--- src/rtl/rgb_block_tracker.sv ---
// Per-frame colour tracker for an RGB888 active-video stream: reports the bounding box,
// matched-pixel count, found flag and line-length error of pixels near a target colour.
module rgb_block_tracker #(
    parameter int          H_DISP       = 1920,
    parameter int          V_DISP       = 1080,
    parameter logic [23:0] TARGET_COLOR = 24'hffc0cb,
    parameter int          COLOR_TOL    = 8,
    parameter int          MIN_PIXELS   = 16
) (
    input  logic        pixel_clk,
    input  logic        sys_rst,
    input  logic        vs_in,
    input  logic        de_in,
    input  logic [23:0] rgb_in,
    output logic [10:0] blk_x_min,
    output logic [10:0] blk_x_max,
    output logic [10:0] blk_y_min,
    output logic [10:0] blk_y_max,
    output logic [21:0] pix_count,
    output logic        blk_found,
    output logic        fmt_err,
    output logic        frame_done
);

    localparam logic [10:0] H_MAX   = 11'(H_DISP);
    localparam logic [10:0] V_LAST  = 11'(V_DISP - 1);
    localparam logic [8:0]  TOL     = 9'(COLOR_TOL);
    localparam logic [21:0] MIN_CNT = 22'(MIN_PIXELS);

    typedef enum logic [1:0] {WAIT_VS, ACTIVE, DRAIN, REPORT} state_t;

    state_t      state_q, state_d;
    logic        vs_q, vs_d, vs_prev_q, vs_prev_d;
    logic        de_q, de_d, de_prev_q, de_prev_d;
    logic [23:0] rgb_q, rgb_d;
    logic [10:0] x_cnt_q, x_cnt_d, y_cnt_q, y_cnt_d;
    logic        err_q, err_d;
    logic        drain_q, drain_d;
    logic        s1_match_q, s1_match_d;
    logic [10:0] s1_x_q, s1_x_d, s1_y_q, s1_y_d;
    logic [21:0] acc_cnt_q, acc_cnt_d;
    logic [10:0] acc_xmin_q, acc_xmin_d, acc_xmax_q, acc_xmax_d;
    logic [10:0] acc_ymin_q, acc_ymin_d, acc_ymax_q, acc_ymax_d;
    logic [10:0] blk_x_min_q, blk_x_min_d, blk_x_max_q, blk_x_max_d;
    logic [10:0] blk_y_min_q, blk_y_min_d, blk_y_max_q, blk_y_max_d;
    logic [21:0] pix_count_q, pix_count_d;
    logic        blk_found_q, blk_found_d, fmt_err_q, fmt_err_d;
    logic        frame_done_q, frame_done_d;

    logic        vs_rise, de_fall, acc_clear, found_now;
    logic [2:0]  chan_ok;

    assign vs_rise = vs_q & ~vs_prev_q;
    assign de_fall = de_prev_q & ~de_q;

    // Unsigned 9-bit distance per channel so a dark pixel can never wrap into tolerance.
    genvar gi;
    generate
        for (gi = 0; gi < 3; gi++) begin : g_chan
            logic [8:0] pix_c, tgt_c, diff;
            assign pix_c       = {1'b0, rgb_q[gi*8 +: 8]};
            assign tgt_c       = {1'b0, TARGET_COLOR[gi*8 +: 8]};
            assign diff        = (pix_c >= tgt_c) ? (pix_c - tgt_c) : (tgt_c - pix_c);
            assign chan_ok[gi] = (diff <= TOL);
        end
    endgenerate

    always_comb begin
        vs_d         = vs_in;
        de_d         = de_in;
        rgb_d        = rgb_in;
        vs_prev_d    = vs_q;
        de_prev_d    = de_q;
        state_d      = state_q;
        x_cnt_d      = x_cnt_q;
        y_cnt_d      = y_cnt_q;
        err_d        = err_q;
        drain_d      = drain_q;
        s1_match_d   = 1'b0;
        s1_x_d       = x_cnt_q;
        s1_y_d       = y_cnt_q;
        acc_cnt_d    = acc_cnt_q;
        acc_xmin_d   = acc_xmin_q;
        acc_xmax_d   = acc_xmax_q;
        acc_ymin_d   = acc_ymin_q;
        acc_ymax_d   = acc_ymax_q;
        blk_x_min_d  = blk_x_min_q;
        blk_x_max_d  = blk_x_max_q;
        blk_y_min_d  = blk_y_min_q;
        blk_y_max_d  = blk_y_max_q;
        pix_count_d  = pix_count_q;
        blk_found_d  = blk_found_q;
        fmt_err_d    = fmt_err_q;
        frame_done_d = 1'b0;
        acc_clear    = 1'b0;
        found_now    = (acc_cnt_q >= MIN_CNT);

        if (s1_match_q) begin
            acc_cnt_d = acc_cnt_q + 22'd1;
            if (acc_cnt_q == 22'd0) begin
                acc_xmin_d = s1_x_q;
                acc_xmax_d = s1_x_q;
                acc_ymin_d = s1_y_q;
                acc_ymax_d = s1_y_q;
            end else begin
                if (s1_x_q < acc_xmin_q) acc_xmin_d = s1_x_q;
                if (s1_x_q > acc_xmax_q) acc_xmax_d = s1_x_q;
                if (s1_y_q < acc_ymin_q) acc_ymin_d = s1_y_q;
                if (s1_y_q > acc_ymax_q) acc_ymax_d = s1_y_q;
            end
        end

        case (state_q)
            WAIT_VS: begin
                if (vs_rise) begin
                    state_d   = ACTIVE;
                    x_cnt_d   = 11'd0;
                    y_cnt_d   = 11'd0;
                    err_d     = 1'b0;
                    acc_clear = 1'b1;
                end
            end
            ACTIVE: begin
                if (vs_rise) begin
                    // Short frame: start over, previously reported outputs stay put.
                    x_cnt_d   = 11'd0;
                    y_cnt_d   = 11'd0;
                    err_d     = 1'b0;
                    acc_clear = 1'b1;
                end else begin
                    s1_match_d = de_q & (&chan_ok) & (x_cnt_q < H_MAX);
                    if (de_q) begin
                        if (x_cnt_q == H_MAX) err_d = 1'b1;
                        else                  x_cnt_d = x_cnt_q + 11'd1;
                    end
                    if (de_fall) begin
                        if (x_cnt_q != H_MAX) err_d = 1'b1;
                        x_cnt_d = 11'd0;
                        y_cnt_d = y_cnt_q + 11'd1;
                        if (y_cnt_q == V_LAST) begin
                            state_d = DRAIN;
                            drain_d = 1'b0;
                        end
                    end
                end
            end
            DRAIN: begin
                drain_d = drain_q + 1'b1;
                if (drain_q) state_d = REPORT;
            end
            REPORT: begin
                blk_found_d  = found_now;
                pix_count_d  = acc_cnt_q;
                fmt_err_d    = err_q;
                blk_x_min_d  = found_now ? acc_xmin_q : 11'd0;
                blk_x_max_d  = found_now ? acc_xmax_q : 11'd0;
                blk_y_min_d  = found_now ? acc_ymin_q : 11'd0;
                blk_y_max_d  = found_now ? acc_ymax_q : 11'd0;
                frame_done_d = 1'b1;
                state_d      = WAIT_VS;
            end
            default: state_d = WAIT_VS;
        endcase

        if (acc_clear) begin
            acc_cnt_d  = 22'd0;
            acc_xmin_d = '1;
            acc_xmax_d = '0;
            acc_ymin_d = '1;
            acc_ymax_d = '0;
        end
    end

    always_ff @(posedge pixel_clk or posedge sys_rst) begin
        if (sys_rst) begin
            state_q      <= WAIT_VS;
            vs_q         <= 1'b0;
            de_q         <= 1'b0;
            rgb_q        <= '0;
            vs_prev_q    <= 1'b0;
            de_prev_q    <= 1'b0;
            x_cnt_q      <= '0;
            y_cnt_q      <= '0;
            err_q        <= 1'b0;
            drain_q      <= 1'b0;
            s1_match_q   <= 1'b0;
            s1_x_q       <= '0;
            s1_y_q       <= '0;
            acc_cnt_q    <= '0;
            acc_xmin_q   <= '1;
            acc_xmax_q   <= '0;
            acc_ymin_q   <= '1;
            acc_ymax_q   <= '0;
            blk_x_min_q  <= '0;
            blk_x_max_q  <= '0;
            blk_y_min_q  <= '0;
            blk_y_max_q  <= '0;
            pix_count_q  <= '0;
            blk_found_q  <= 1'b0;
            fmt_err_q    <= 1'b0;
            frame_done_q <= 1'b0;
        end else begin
            state_q      <= state_d;
            vs_q         <= vs_d;
            de_q         <= de_d;
            rgb_q        <= rgb_d;
            vs_prev_q    <= vs_prev_d;
            de_prev_q    <= de_prev_d;
            x_cnt_q      <= x_cnt_d;
            y_cnt_q      <= y_cnt_d;
            err_q        <= err_d;
            drain_q      <= drain_d;
            s1_match_q   <= s1_match_d;
            s1_x_q       <= s1_x_d;
            s1_y_q       <= s1_y_d;
            acc_cnt_q    <= acc_cnt_d;
            acc_xmin_q   <= acc_xmin_d;
            acc_xmax_q   <= acc_xmax_d;
            acc_ymin_q   <= acc_ymin_d;
            acc_ymax_q   <= acc_ymax_d;
            blk_x_min_q  <= blk_x_min_d;
            blk_x_max_q  <= blk_x_max_d;
            blk_y_min_q  <= blk_y_min_d;
            blk_y_max_q  <= blk_y_max_d;
            pix_count_q  <= pix_count_d;
            blk_found_q  <= blk_found_d;
            fmt_err_q    <= fmt_err_d;
            frame_done_q <= frame_done_d;
        end
    end

    assign blk_x_min  = blk_x_min_q;
    assign blk_x_max  = blk_x_max_q;
    assign blk_y_min  = blk_y_min_q;
    assign blk_y_max  = blk_y_max_q;
    assign pix_count  = pix_count_q;
    assign blk_found  = blk_found_q;
    assign fmt_err    = fmt_err_q;
    assign frame_done = frame_done_q;

endmodule

--- config.mk ---
export PLATFORM = sky130hd
export DESIGN_NAME = rgb_block_tracker
export DESIGN_NICKNAME = d
export VERILOG_FILES = /design/src/rtl/rgb_block_tracker.sv
export SDC_FILE = /design/constraint.sdc
export NUM_CORES = 1
export LEC_CHECK = 0
export CORE_UTILIZATION = 60
export CTS_CLUSTER_DIAMETER = 50
export DETAILED_ROUTE_END_ITERATION = 16
export GPL_TIMING_DRIVEN = 1
export PLACE_DENSITY = 0.9
export REMOVE_ABC_BUFFERS = 1
export SYNTH_ARGS = -nofsm -noshare
export SYNTH_HDL_FRONTEND = slang
export SYNTH_SLANG_ARGS = --single-unit
--- constraint.sdc ---
create_clock -name pixel_clk -period 18.25 [get_ports pixel_clk]
set_input_delay 2.7375 -clock pixel_clk [delete_from_list [all_inputs] [get_ports pixel_clk]]
set_output_delay 2.7375 -clock pixel_clk [all_outputs]
set_load 0.02 [all_outputs]
After elaboration in Yosys (flattened, before gate mapping). Cells that the tools add are included.

$add $sub $neg: 10. Multipliers: 0. Divide/modulo/power cells: 0. Order comparisons: 12. Equal/unequal tests: 14. Shifts and indexed selects: 0. Muxes and demuxes: 56. Bitwise logic cells: 6. Reductions and logical operators: 20.

Operator list (count): $mux W11 (27); $mux W22 (2); $pmux W11 S2 (2); $le A9 B4 Y1 const B (3); $mux W9 (3); $sub A8 B8 Y9 const A (3); $sub A8 B8 Y9 const B (3); $ge A8 B8 Y1 const B (3); $add A11 B1 Y11 const B (2); $add A22 B1 Y22 const B (1); $eq A11 B11 Y1 const B (2); $ge A22 B5 Y1 const B (1); $gt A11 B11 Y1 (2); $logic_not A22 Y1 (1); $lt A11 B11 Y1 (2); $mux W1 (14); $reduce_bool A3 Y1 (4); $lt A11 B11 Y1 const B (1); $ne A11 B11 Y1 const B (1); $mux W2 (5); $ne A2 B2 Y1 const B (5); $reduce_and A2 Y1 (5); $ne A4 B4 Y1 const B (2); $pmux W2 S4 (1); 13 further kinds (23).

Register bits after elaboration: 212. Bits in latches: 0. Memory bits (writable): 0. ROM bits: 0. Input bits: 28. Output and inout port bits: 69. Logic and storage cells: 144. Memories kept: 0.

Logic depth before layout (Yosys ltp). Gate-level depths: netlist of run 1.

Depth in word-level cells: 8. Gate-level depth with buffers: 10. Depth with buffers taken out: 8.

Worst setup path after synthesis of run 1. OpenSTA, ideal clock, no wires.

Path kind: reg-to-output. Start point: register blk_x_max_q[0], in the netlist blk_x_max[0]. End point: output port blk_x_max[0]. Arrival: 425 ps. Required time: 15512 ps. Setup slack: 15087 ps. Cell stages (with the launch flop): 1. Path buffers: 0. Cell sequence: dfrtp_1.

RTL lines: start, declared (line 44) `logic [10:0] blk_x_min_q, blk_x_min_d, blk_x_max_q, blk_x_max_d;`; start signal, assigned (line 222) `blk_x_max_q <= blk_x_max_d;`; end, declared (line 16) `output logic [10:0] blk_x_max,`.

No word-level cell between the ends.

==> impl_metrics.sql, run 1 <==
INSERT INTO impl_metrics (metric_group, metric, value, unit) VALUES
('global_route', 'gr-max-usage-layer', 'met2', ''),
('logic_synthesis', 'yosys_warnings', '0', ''),
('routing', 'vias_per_cell', '5.94', ''),
('routing', 'first_pass_iters', '4', ''),
('setup_path', 'criticalPathCategory', 'in -> async', ''),
('cts', 'clock_path_buffers', '3', ''),
('global_route', 'grt_overflow', '0', ''),
('power', 'share_clk_of_total_power', '0.408', ''),
('timing', 'min_period_over_period', '0.240', ''),
('logic_synthesis', 'yosys.cell_count.top_type', 'sky130_fd_sc_hd__dfrtp_1', ''),
('power', 'combinationalPowerShare', '0.127', ''),
('global_route', 'grt_first_pass_wirelength', '30400', 'um'),
('timing', 'fmaxAchievable', '228', 'MHz'),
('run_status', 'outcome', 'finished clean', ''),
('routing', 'drt-wirelength-per-cell', '16.9', 'um'),
('layout', 'top_register', 'rgb_q', ''),
('setup_path', 'r2r.worst_path.cells', '9', ''),
('logic_synthesis', 'netlist_top_cells_area', 'sky130_fd_sc_hd__dfrtp_1 (52%), sky130_fd_sc_hd__ha_1 (7.5%), sky130_fd_sc_hd__a22o_1 (6.3%)', ''),
('logic_synthesis', 'synth.cells.most_frequent', 'sky130_fd_sc_hd__dfrtp_1 (190), sky130_fd_sc_hd__a22o_1 (66), sky130_fd_sc_hd__inv_1 (57)', ''),
('power', 'power.share.switching', '0.254', ''),
('routing', 'drt_iter0_drc', '381', ''),
('logic_synthesis', 'synthesis.area', '9230', 'um2'),
('cts', 'worstSkewPairLatency', '0.49', 'ns'),
('setup_path', 'critPathSlowestCell', 'sky130_fd_sc_hd__buf_4', ''),
('layout', 'nFillCells', '939', ''),
('timing', 'tightest_slew', '1.23', 'ns'),
('timing', 'fin_crit', '4.38', 'ns'),
('logic_synthesis', 'postSynth.asyncResetShare', '1.00', ''),
('place', 'post-dp-hpwl', '11900', 'um'),
('flow_run', 'max_cap_viol_count', '0', ''),
('cts', 'clk_root_buffer_cell', 'sky130_fd_sc_hd__clkbuf_16', ''),
('setup_path', 'cp_slowest_stage_delay', '0.87', 'ns'),
('timing', 'final.setup.tns', '0', 'ns'),
('cts', 'cts_repair_resized_insts', '0', ''),
('routing', 'drt.antenna.violating_nets', '0', ''),
('layout', 'max_ffs_per_register', '24', ''),
('power', 'pwr_density_cell', '96.9', 'nW/um2'),
('floorplan', 'ioPinCount', '97', ''),
('cts', 'clock_pin_slew_on_the_worst_setup_and_hold_paths', '0.06', 'ns'),
('floorplan', 'die_x', '126', 'um'),
('place', 'placement.setup.worst_slack', '13.26', 'ns'),
('cts', 'post_cts.repair.setup_buffers', '0', ''),
('setup_path', 'crit_path_end_kind', 'asynchronous set/reset pin', ''),
('global_route', 'maximum_number_of_pins_on_one_net_before_global_route_repair', '132', ''),
('cts', 'clock_tree.htree_level_count', '1', ''),
('logic_synthesis', 'number_of_unique_standard_cell_types_used_by_synthesis', '59', ''),
('power', 'net-switching-power', '0.000271', 'W'),
('global_route', 'grt_antenna_before_repair', '0', ''),
('layout', 'drive_gt1_frac', '0.113', ''),
('setup_path', 'crit_cells', '3', ''),
('cts', 'number_of_buffers_inserted_by_hold_repair_at_cts', '0', ''),
('power', 'p_int', '0.000799', 'W'),
('logic_synthesis', 'post-synth-top-area-fraction', '0.515', ''),
('cts', 'cts-buffers-inserted', '21', ''),
('routing', 'drcViolationCount', '0', ''),
('setup_path', 'timing.critical_path.buf_inv', '3', ''),
('floorplan', 'core_area', '14800', 'um2'),
('place', 'globalplace.congestion', '0.830', ''),
('global_route', 'grt_use_met2', '0.403', ''),
('timing', 'hold_viol_final', '0', ''),
('layout', 'nets', '939', ''),
('setup_path', 'cp.required', '18.73', 'ns'),
('floorplan', 'placement_rows', '44', ''),
('setup_path', 'critical_path.max_fanout', '131', ''),
('setup_path', 'worst_ep_arrival', '4.85', 'ns'),
('power', 'power.leakage', '5.32', 'nW'),
('logic_synthesis', 'yosys.area.top_type', 'sky130_fd_sc_hd__dfrtp_1', ''),
('timing', 'timing.clock.skew', '0.0100', 'ns'),
('timing', 'grt_setup_unrepaired', 'no', ''),
('cts', 'cts_tree', 'yes', ''),
('logic_synthesis', 'edff_count_synth', '0', '');
-- path summary, 6_finish.rpt --
kind,startpoint,endpoint,slack (ns)
max in group pixel_clk,fmt_err,fmt_err,14.04
worst max-delay path,sys_rst,s1_y_q[7],13.87
worst min-delay path,vs_prev_d,vs_prev_q,0.40
min in group asynchronous,sys_rst,rgb_q[6],2.88
worst min register to register,vs_prev_d,vs_prev_q,0.40
worst max register to register,state_q[0],acc_ymin_q[8],15.32
-- cell type report --
type	count	area, um2	area share
timing repair buffer	99	983	0.0891
clock inverter	7	87.6	0.00793
tap	184	230	0.0209
multi-input combinational	464	3560	0.322
inverter	58	225	0.0204
sequential	212	5330	0.483
clock buffer	30	619	0.0561
-- routing by layer --
layer | share of wire | wire length [um]
met2 | 0.50 | 8890
met4 | 0.020 | 358
met1 | 0.44 | 7860
met5 | 0 | 0
met3 | 0.042 | 743
-- layout by cell type, fill, tap and decap left out, types with 7 or more instances in the layout --
cell / synthesis / layout
sky130_fd_sc_hd__and3_1: 7 / 7
sky130_fd_sc_hd__nand2_1: 32 / 32
sky130_fd_sc_hd__mux2_2: 25 / 25
sky130_fd_sc_hd__xnor2_1: 14 / 14
sky130_fd_sc_hd__nor4_1: 8 / 8
sky130_fd_sc_hd__o22a_1: 25 / 25
sky130_fd_sc_hd__o21ai_0: 20 / 20
sky130_fd_sc_hd__nor2_1: 49 / 48
sky130_fd_sc_hd__nand3_1: 14 / 14
sky130_fd_sc_hd__nor3_1: 7 / 7
sky130_fd_sc_hd__a21oi_1: 18 / 18
sky130_fd_sc_hd__dfrtp_1: 190 / 190
sky130_fd_sc_hd__dfstp_2: 22 / 22
sky130_fd_sc_hd__ha_1: 55 / 55
sky130_fd_sc_hd__nand4_1: 19 / 19
sky130_fd_sc_hd__inv_1: 57 / 56
sky130_fd_sc_hd__xor2_1: 18 / 18
sky130_fd_sc_hd__a22o_1: 66 / 66
sky130_fd_sc_hd__clkbuf_16: 0 / 21
sky130_fd_sc_hd__clkdlybuf4s50_1: 0 / 96
-- per-stage QoR --
| step | utilization | hold WS [ns] | total power, W | instances |
|---|---|---|---|---|
| after floorplan | - | 0.368 | 0.000600 | 734 |
| after global placement | 0.700 | 0.380 | 0.000639 | 1017 |
| after detailed placement | 0.700 | 0.385 | 0.000644 | 1017 |
| after CTS | 0.748 | 0.399 | 0.00108 | 1054 |
| after global routing | 0.748 | 0.420 | 0.00111 | 1054 |
| final | 0.748 | 0.400 | 0.00107 | 1054 |
-- power by group through the flow --
stage | combinational (W) | clock, W | sequential, W
after detailed placement | 0.000138 | 0 | 0.000506
after CTS | 0.000138 | 0.000443 | 0.000498
final | 0.000136 | 0.000436 | 0.000498
after floorplan | 0.0000944 | 0 | 0.000506
after global routing | 0.000152 | 0.000461 | 0.000500
after global placement | 0.000133 | 0 | 0.000506
-- cell families (layout without fill, tap and decap cells) --
logic type	Yosys count	after routing	synth area share
multiplexers	29	29	0.0349
buffers and inverters	85	194	0.0380
flip-flops	212	212	0.578
AO/OA/AOI/OAI	174	174	0.145
AND/OR/NAND/NOR	173	173	0.0983
adder cells (fa/ha/maj)	56	56	0.0757
XOR/XNOR	32	32	0.0304
(Power assumes the default switching activity.)
==> inputs of run 2 (changes only) <==
--- a/config.mk
+++ b/config.mk
@@ -5,11 +5,11 @@
 export SDC_FILE = /design/constraint.sdc
 export NUM_CORES = 1
 export LEC_CHECK = 0
-export CORE_UTILIZATION = 60
+export CORE_UTILIZATION = 51
 export CTS_CLUSTER_DIAMETER = 50
 export DETAILED_ROUTE_END_ITERATION = 16
 export GPL_TIMING_DRIVEN = 1
-export PLACE_DENSITY = 0.9
+export PLACE_DENSITY = 0.82
 export REMOVE_ABC_BUFFERS = 1
 export SYNTH_ARGS = -nofsm -noshare
 export SYNTH_HDL_FRONTEND = slang
==> constraint.sdc (replaced) <==
create_clock -name pixel_clk -period 3.9 [get_ports pixel_clk]
set_input_delay 0.585 -clock pixel_clk [delete_from_list [all_inputs] [get_ports pixel_clk]]
set_output_delay 0.585 -clock pixel_clk [all_outputs]
set_load 0.02 [all_outputs]
==> run 2 against run 1 <==
Combinational power grew to 4.7 times the previous value. Via count shrank 1.6%. Critical path depth grew 5. Flip-flop and latch count is the same. Die area grew 17%. Register-to-register slack lost 14 ns. Power grew to 4.8 times the previous value. Clock-buffer cell count shrank 2. Core utilization shrank 11 points. Hold slack gained 0.012 ns. Clock skew grew 0.00086 ns. Clock power grew to 4.9 times the previous value. Critical endpoint is now s1_x_d[9].
==> impl_metrics.sql, run 2 (synthesis gave the netlist of run 1 again) <==
INSERT INTO impl_metrics (metric_group, metric, value, unit) VALUES
('power', 'power.share.sequential', '0.458', ''),
('layout', 'max_ffs_per_register', '24', ''),
('floorplan', 'die_x', '136', 'um'),
('power', 'combinationalPowerShare', '0.125', ''),
('timing', 'hold-worst-slack', '0.411', 'ns'),
('run_status', 'outcome', 'finished clean', ''),
('cts', 'cts_repair_resized_insts', '0', ''),
('power', 'power.leakage', '5.36', 'nW'),
('setup_path', 'startpoint_type', 'register', ''),
('setup_path', 'worst-r2r-setup-slack', '1.35', 'ns'),
('layout', 'nFillCells', '1306', ''),
('setup_path', 'critical_path.max_fanout', '16', ''),
('floorplan', 'core_area', '17500', 'um2'),
('cts', 'clock_path_buffers', '3', ''),
('timing', 'min_period_over_period', '0.654', ''),
('layout', 'synthesis_to_layout_area_growth', '21.0', '%'),
('timing', 'final-setup-viol-count', '0', ''),
('timing', 'worst_slew_margin_rel', '0.403', ''),
('power', 'power.share.switching', '0.258', ''),
('global_route', 'grt_util_all_layers', '0.197', ''),
('min_path', 'min_path_cells', '0', ''),
('layout', 'final_area', '11200', 'um2'),
('floorplan', 'fp.dieArea', '18600', 'um2'),
('timing', 'hold_viol_final', '0', ''),
('timing', 'final-max-slew-violation-count', '0', ''),
('layout', 'layout_commonest_cell', 'sky130_fd_sc_hd__dfrtp_1', ''),
('power', 'pwr_density_cell', '456', 'nW/um2'),
('timing', 'grt_setup_unrepaired', 'no', ''),
('floorplan', 'ioPinCount', '97', ''),
('routing', 'vias', '6159', ''),
('place', 'post-dp-hpwl', '12000', 'um'),
('floorplan', 'floorplan.die.height', '136', 'um'),
('routing', 'drt_wl_total', '17500', 'um'),
('setup_path', 'cp.required', '4.25', 'ns'),
('cts', 'number_of_buffers_inserted_by_hold_repair_at_cts', '0', ''),
('timing', 'fmaxAchievable', '392', 'MHz'),
('global_route', 'grt_antenna_before_repair', '0', ''),
('timing', 'final.setup.tns', '0', 'ns'),
('floorplan', 'placement_rows', '48', ''),
('cts', 'cts-buffers-inserted', '23', ''),
('cts', 'worstSkewPairLatency', '0.49', 'ns'),
('place', 'globalplace.congestion', '0.815', ''),
('layout', 'antenna-diode-count', '0', ''),
('power', 'share_clk_of_total_power', '0.417', ''),
('setup_path', 'r2r.worst_path.cells', '8', ''),
('flow_run', 'max_cap_viol_count', '0', ''),
('setup_path', 'crit_path_end_kind', 'register', ''),
('global_route', 'maximum_number_of_pins_on_one_net_before_global_route_repair', '138', ''),
('min_path', 'hp-class', 'reg -> reg', ''),
('cts', 'clock_tree.htree_level_count', '1', ''),
('layout', 'top_register', 'rgb_q', ''),
('cts', 'clock-sinks', '212', ''),
('layout', 'nets', '944', ''),
('power', 'p_int', '0.00378', 'W'),
('routing', 'drcViolationCount', '0', ''),
('min_path', 'hold-path-endpoint', 'vs_prev_q', ''),
('min_path', 'worst_hold_startpoint', 'vs_prev_d', ''),
('global_route', 'grt_pass1_vias', '6017', ''),
('timing', 'timing.clock.skew', '0.0109', 'ns'),
('cts', 'clk_root_buffer_cell', 'sky130_fd_sc_hd__clkbuf_16', ''),
('setup_path', 'rr_startpoint', 'state_q[0]', ''),
('routing', 'drt-wirelength-per-cell', '15.9', 'um'),
('cts', 'cts_tree', 'yes', ''),
('global_route', 'grt_overflow', '0', ''),
('power', 'net-switching-power', '0.00131', 'W'),
('routing', 'drt_iter0_drc', '367', ''),
('place', 'io_buffer_count', '96', ''),
('timing', 'fin_crit', '2.55', 'ns'),
('setup_path', 'worst_ep_arrival', '2.90', 'ns'),
('global_route', 'grt_first_pass_wirelength', '29400', 'um'),
('power', 'p_total', '0.00509', 'W'),
('floorplan', 'floorplan.initialDensity', '0.528', ''),
('layout', 'drive_gt1_frac', '0.120', ''),
('routing', 'vias_per_cell', '5.59', ''),
('routing', 'drt.antenna.violating_nets', '0', ''),
('setup_path', 'crit-reg2reg-capture', 's1_x_d[9]', ''),
('timing', 'tightest_slew', '0.895', 'ns'),
('routing', 'first_pass_iters', '5', ''),
('layout', 'final_cell_mix', 'sky130_fd_sc_hd__dfrtp_1 (190), sky130_fd_sc_hd__clkdlybuf4s50_1 (96), sky130_fd_sc_hd__a22o_1 (66)', ''),
('cts', 'clock_pin_slew_on_the_worst_setup_and_hold_paths', '0.06', 'ns'),
('setup_path', 'criticalPathCategory', 'reg -> reg', ''),
('place', 'placed_area', '10400', 'um2'),
('power', 'max-vdd-ir-drop', '0.413', 'mV'),
('cts', 'post_cts.repair.setup_buffers', '0', '');
[run 2: cell types whose count changed in the layout (fill, tap and decap cells not counted)]
cell                        before  now
sky130_fd_sc_hd__buf_12          0    1
sky130_fd_sc_hd__clkbuf_1        3    2
sky130_fd_sc_hd__clkbuf_8        6    3
sky130_fd_sc_hd__buf_4           3    5
sky130_fd_sc_hd__clkbuf_16      21   23
sky130_fd_sc_hd__clkinv_4        0    1
sky130_fd_sc_hd__inv_6           0    2
sky130_fd_sc_hd__clkinv_2        4    6
[run 2: final cells by class]
| class | instances | area, um2 | area share |
|---|---|---|---|
| Tap cell | 225 | 282 | 0.0252 |
| Timing Repair Buffer | 102 | 1020 | 0.0912 |
| Clock buffer | 28 | 624 | 0.0559 |
| Sequential cell | 212 | 5330 | 0.478 |
| Clock inverter | 12 | 124 | 0.0111 |
| Inverter | 58 | 225 | 0.0202 |
| Multi-Input combinational cell | 464 | 3560 | 0.319 |
[run 2: stage by stage]
stage | util | setup slack [ns] | instances
floorplan | - | -2.44 | 734
global placement | 0.596 | 1.49 | 1061
detailed placement | 0.596 | 1.39 | 1061
CTS | 0.639 | 1.36 | 1101
global route | 0.639 | 1.07 | 1101
finish | 0.639 | 1.35 | 1101
[run 2: per-layer routing]
layer	GRT usage	part of all wire	up-vias
li1	-	-	2962
met1	0.275	0.46	3034
met2	0.316	0.47	133
met3	0.0337	0.046	30
met4	0.0556	0.021	0
met5	0	0	-
[run 2: worst max-delay path by stage]
stage	startpoint	end	slack (ns)
after global routing	state_q[0]	s1_x_d[9]	1.07
after floorplan	sys_rst	acc_cnt_q[0]	-2.44
final	state_q[0]	s1_x_d[9]	1.35
after detailed placement	state_q[0]	s1_x_d[9]	1.39
after global placement	state_q[0]	acc_xmin_q[7]	1.49
after CTS	state_q[0]	s1_x_d[9]	1.36
[run 2: worst max-delay path, cell delays in order, from the launching register on]
cell	delay, ns
sky130_fd_sc_hd__dfrtp_1	0.39
sky130_fd_sc_hd__inv_1	0.08
sky130_fd_sc_hd__ha_1	0.28
sky130_fd_sc_hd__nor3b_1	0.29
sky130_fd_sc_hd__o22a_1	0.51
sky130_fd_sc_hd__a31oi_1	0.22
sky130_fd_sc_hd__nor4_1	0.39
sky130_fd_sc_hd__xnor2_1	0.16
sky130_fd_sc_hd__nor2_1	0.07
[run 2: power groups by stage]
stage / sequential (W) / combinational, W / clock [W]
4_1_cts: 0.00233 / 0.000645 / 0.00217
5_1_grt: 0.00234 / 0.000713 / 0.00225
3_5_place_dp: 0.00237 / 0.000642 / 0
6_report: 0.00233 / 0.000635 / 0.00212
3_3_place_gp: 0.00237 / 0.000626 / 0
2_1_floorplan: 0.00237 / 0.000442 / 0
==> inputs of run 3 (changes only) <==
--- a/config.mk
+++ b/config.mk
@@ -5,11 +5,11 @@
 export SDC_FILE = /design/constraint.sdc
 export NUM_CORES = 1
 export LEC_CHECK = 0
-export CORE_UTILIZATION = 51
+export CORE_UTILIZATION = 57
 export CTS_CLUSTER_DIAMETER = 50
 export DETAILED_ROUTE_END_ITERATION = 16
 export GPL_TIMING_DRIVEN = 1
-export PLACE_DENSITY = 0.82
+export PLACE_DENSITY = 0.86
 export REMOVE_ABC_BUFFERS = 1
 export SYNTH_ARGS = -nofsm -noshare
 export SYNTH_HDL_FRONTEND = slang
==> constraint.sdc (replaced) <==
create_clock -name pixel_clk -period 2.65 [get_ports pixel_clk]
set_input_delay 0.3975 -clock pixel_clk [delete_from_list [all_inputs] [get_ports pixel_clk]]
set_output_delay 0.3975 -clock pixel_clk [all_outputs]
set_load 0.02 [all_outputs]
==> run 3 against run 2 <==
Core utilization up 7.3 points. Clock power up 51%. Hold slack worse by 0.083 ns. Sequential share of layout area down 0.45 points. Global-route usage up 3.7 points. Flip-flop and latch count unchanged. Via count up 4.3%. Final area up 0.94%. Cell count up 0.27%. Critical endpoint is now acc_ymin_q[3]. Largest cell class unchanged. Largest power group unchanged.
==> impl_metrics.sql, run 3 (synthesis gave the netlist of run 1 again) <==
INSERT INTO impl_metrics (metric_group, metric, value, unit) VALUES
('cts', 'clk_root_buffer_cell', 'sky130_fd_sc_hd__clkbuf_16', ''),
('timing', 'final-setup-viol-count', '0', ''),
('floorplan', 'core_area', '15800', 'um2'),
('global_route', 'maximum_number_of_pins_on_one_net_before_global_route_repair', '78', ''),
('routing', 'vias_per_cell', '5.82', ''),
('setup_path', 'crit_path_end_kind', 'register', ''),
('global_route', 'grt_antenna_before_repair', '0', ''),
('layout', 'max_ffs_per_register', '24', ''),
('place', 'io_buffer_count', '96', ''),
('power', 'power.share.switching', '0.264', ''),
('layout', 'synthesis_to_layout_area_growth', '22.2', '%'),
('cts', 'clock-sinks', '212', ''),
('cts', 'clock_path_buffers', '3', ''),
('cts', 'worstSkewPairLatency', '0.51', 'ns'),
('power', 'power.leakage', '5.42', 'nW'),
('setup_path', 'worst_ep_arrival', '2.92', 'ns'),
('timing', 'hold_viol_final', '0', ''),
('layout', 'nets', '953', ''),
('global_route', 'grt_overflow', '0', ''),
('routing', 'vias', '6424', ''),
('layout', 'nFillCells', '1057', ''),
('cts', 'post_cts.repair.setup_buffers', '0', ''),
('setup_path', 'worst-r2r-setup-slack', '0.18', 'ns'),
('timing', 'min_period_over_period', '0.934', ''),
('layout', 'layout_commonest_cell', 'sky130_fd_sc_hd__dfrtp_1', ''),
('cts', 'cts_repair_resized_insts', '0', ''),
('setup_path', 'cp.required', '3.09', 'ns'),
('global_route', 'grt_pass1_vias', '6312', ''),
('timing', 'final-max-slew-violation-count', '0', ''),
('layout', 'final_core_utilization', '0.712', ''),
('power', 'p_total', '0.00764', 'W'),
('power', 'pwr_density_cell', '678', 'nW/um2'),
('global_route', 'grt_first_pass_wirelength', '30900', 'um'),
('setup_path', 'crit-reg2reg-capture', 'acc_ymin_q[3]', ''),
('cts', 'cts_tree', 'yes', ''),
('timing', 'fmaxAchievable', '404', 'MHz'),
('place', 'globalplace.congestion', '0.819', ''),
('setup_path', 'startpoint_type', 'register', ''),
('power', 'max-vdd-ir-drop', '0.653', 'mV'),
('global_route', 'grt_util_all_layers', '0.234', ''),
('cts', 'cts-buffers-inserted', '24', ''),
('routing', 'drt_iter0_drc', '307', ''),
('min_path', 'worst_hold_startpoint', 'rgb_in[16]', ''),
('floorplan', 'die_x', '129', 'um'),
('layout', 'antenna-diode-count', '0', ''),
('setup_path', 'worstSetupStartpoint', 'acc_ymin_q[6]', ''),
('setup_path', 'r2r.worst_path.cells', '8', ''),
('setup_path', 'rr_startpoint', 'acc_ymin_q[6]', ''),
('place', 'post-dp-hpwl', '12300', 'um'),
('layout', 'drive_gt1_frac', '0.125', ''),
('routing', 'drt.antenna.violating_nets', '0', ''),
('power', 'net-switching-power', '0.00201', 'W'),
('power', 'power.share.sequential', '0.450', ''),
('routing', 'drt-wirelength-per-cell', '17.1', 'um'),
('routing', 'drcViolationCount', '0', ''),
('cts', 'clock_tree.htree_level_count', '1', ''),
('timing', 'fin_crit', '2.47', 'ns'),
('power', 'p_int', '0.00562', 'W'),
('cts', 'number_of_buffers_inserted_by_hold_repair_at_cts', '0', ''),
('floorplan', 'ioPinCount', '97', ''),
('setup_path', 'criticalPathCategory', 'reg -> reg', ''),
('timing', 'tightest_slew', '0.844', 'ns'),
('flow_run', 'max_cap_viol_count', '0', ''),
('floorplan', 'floorplan.initialDensity', '0.583', ''),
('routing', 'first_pass_iters', '6', ''),
('routing', 'drt_wl_total', '18900', 'um'),
('floorplan', 'fp.dieArea', '16700', 'um2'),
('power', 'combinationalPowerShare', '0.130', ''),
('timing', 'grt_setup_unrepaired', 'no', ''),
('floorplan', 'placement_rows', '46', ''),
('setup_path', 'setup.worst_path.end', 'acc_ymin_q[3]', ''),
('floorplan', 'floorplan.die.height', '129', 'um'),
('power', 'share_clk_of_total_power', '0.420', ''),
('timing', 'worst_slew_margin_rel', '0.434', ''),
('timing', 'hold-worst-slack', '0.329', 'ns'),
('layout', 'top_register', 'rgb_q', ''),
('cts', 'clock_pin_slew_on_the_worst_setup_and_hold_paths', '0.06', 'ns'),
('timing', 'timing.clock.skew', '0.0137', 'ns'),
('layout', 'final_cell_mix', 'sky130_fd_sc_hd__dfrtp_1 (190), sky130_fd_sc_hd__clkdlybuf4s50_1 (96), sky130_fd_sc_hd__a22o_1 (66)', ''),
('setup_path', 'critical_path.max_fanout', '11', ''),
('min_path', 'hp-class', 'in -> reg', ''),
('run_status', 'outcome', 'finished clean', '');
## run 3: metrics by stage
step                      TNS [ns]  cells  instance area, um2  worst slack (ns)
after global placement           0   1060               10500             0.274
after detailed placement         0   1060               10500             0.217
after global routing             0   1104               11300            0.0219
final                            0   1104               11300             0.175
after floorplan            -763.66    734                9090             -3.51
after CTS                        0   1104               11300             0.192
## run 3: final cells by class
cell class              instances  area (um2)  share of cell area
repair buffers                110        1100              0.0979
multi-input cells             464        3560               0.316
flip-flops and latches        212        5330               0.473
inverters                      58         225              0.0200
well taps                     216         270              0.0240
clock buffers                  35         683              0.0606
clock inverters                 9        96.3             0.00855
## run 3: worst min-delay path by stage
stage           endpoint  slack [ns]  depth (start not counted)
2_1_floorplan  vs_prev_q        0.37                          0
3_3_place_gp   vs_prev_q        0.39                          0
5_1_grt         rgb_q[8]        0.31                          1
4_1_cts        rgb_q[18]        0.31                          1
3_5_place_dp   vs_prev_q        0.40                          0
6_report       rgb_q[16]        0.33                          1
## run 3: power groups by stage
stage | Clock [W] | Sequential, W | Combinational (W)
6_report | 0.00321 | 0.00344 | 0.000993
3_3_place_gp | 0 | 0.00348 | 0.000965
2_1_floorplan | 0 | 0.00348 | 0.000650
3_5_place_dp | 0 | 0.00349 | 0.000990
5_1_grt | 0.00341 | 0.00345 | 0.00111
4_1_cts | 0.00327 | 0.00343 | 0.000999
## run 3: worst max-delay path, cell delays in order (launching register included)
cell and delay [ns]:
sky130_fd_sc_hd__dfstp_2 0.54, sky130_fd_sc_hd__inv_1 0.05, sky130_fd_sc_hd__ha_1 0.30, sky130_fd_sc_hd__a21o_1 0.20, sky130_fd_sc_hd__a21o_1 0.18, sky130_fd_sc_hd__a221o_1 0.29
sky130_fd_sc_hd__a31oi_1 0.19, sky130_fd_sc_hd__o22a_1 0.45, sky130_fd_sc_hd__o22a_1 0.23
## run 3: per-layer routing
metal | vias up | GRT usage | share of wire
met2 | 179 | 0.389 | 0.48
met5 | - | 0 | 0
li1 | 2975 | - | -
met3 | 35 | 0.0339 | 0.044
met4 | 0 | 0.0734 | 0.019
met1 | 3235 | 0.319 | 0.45
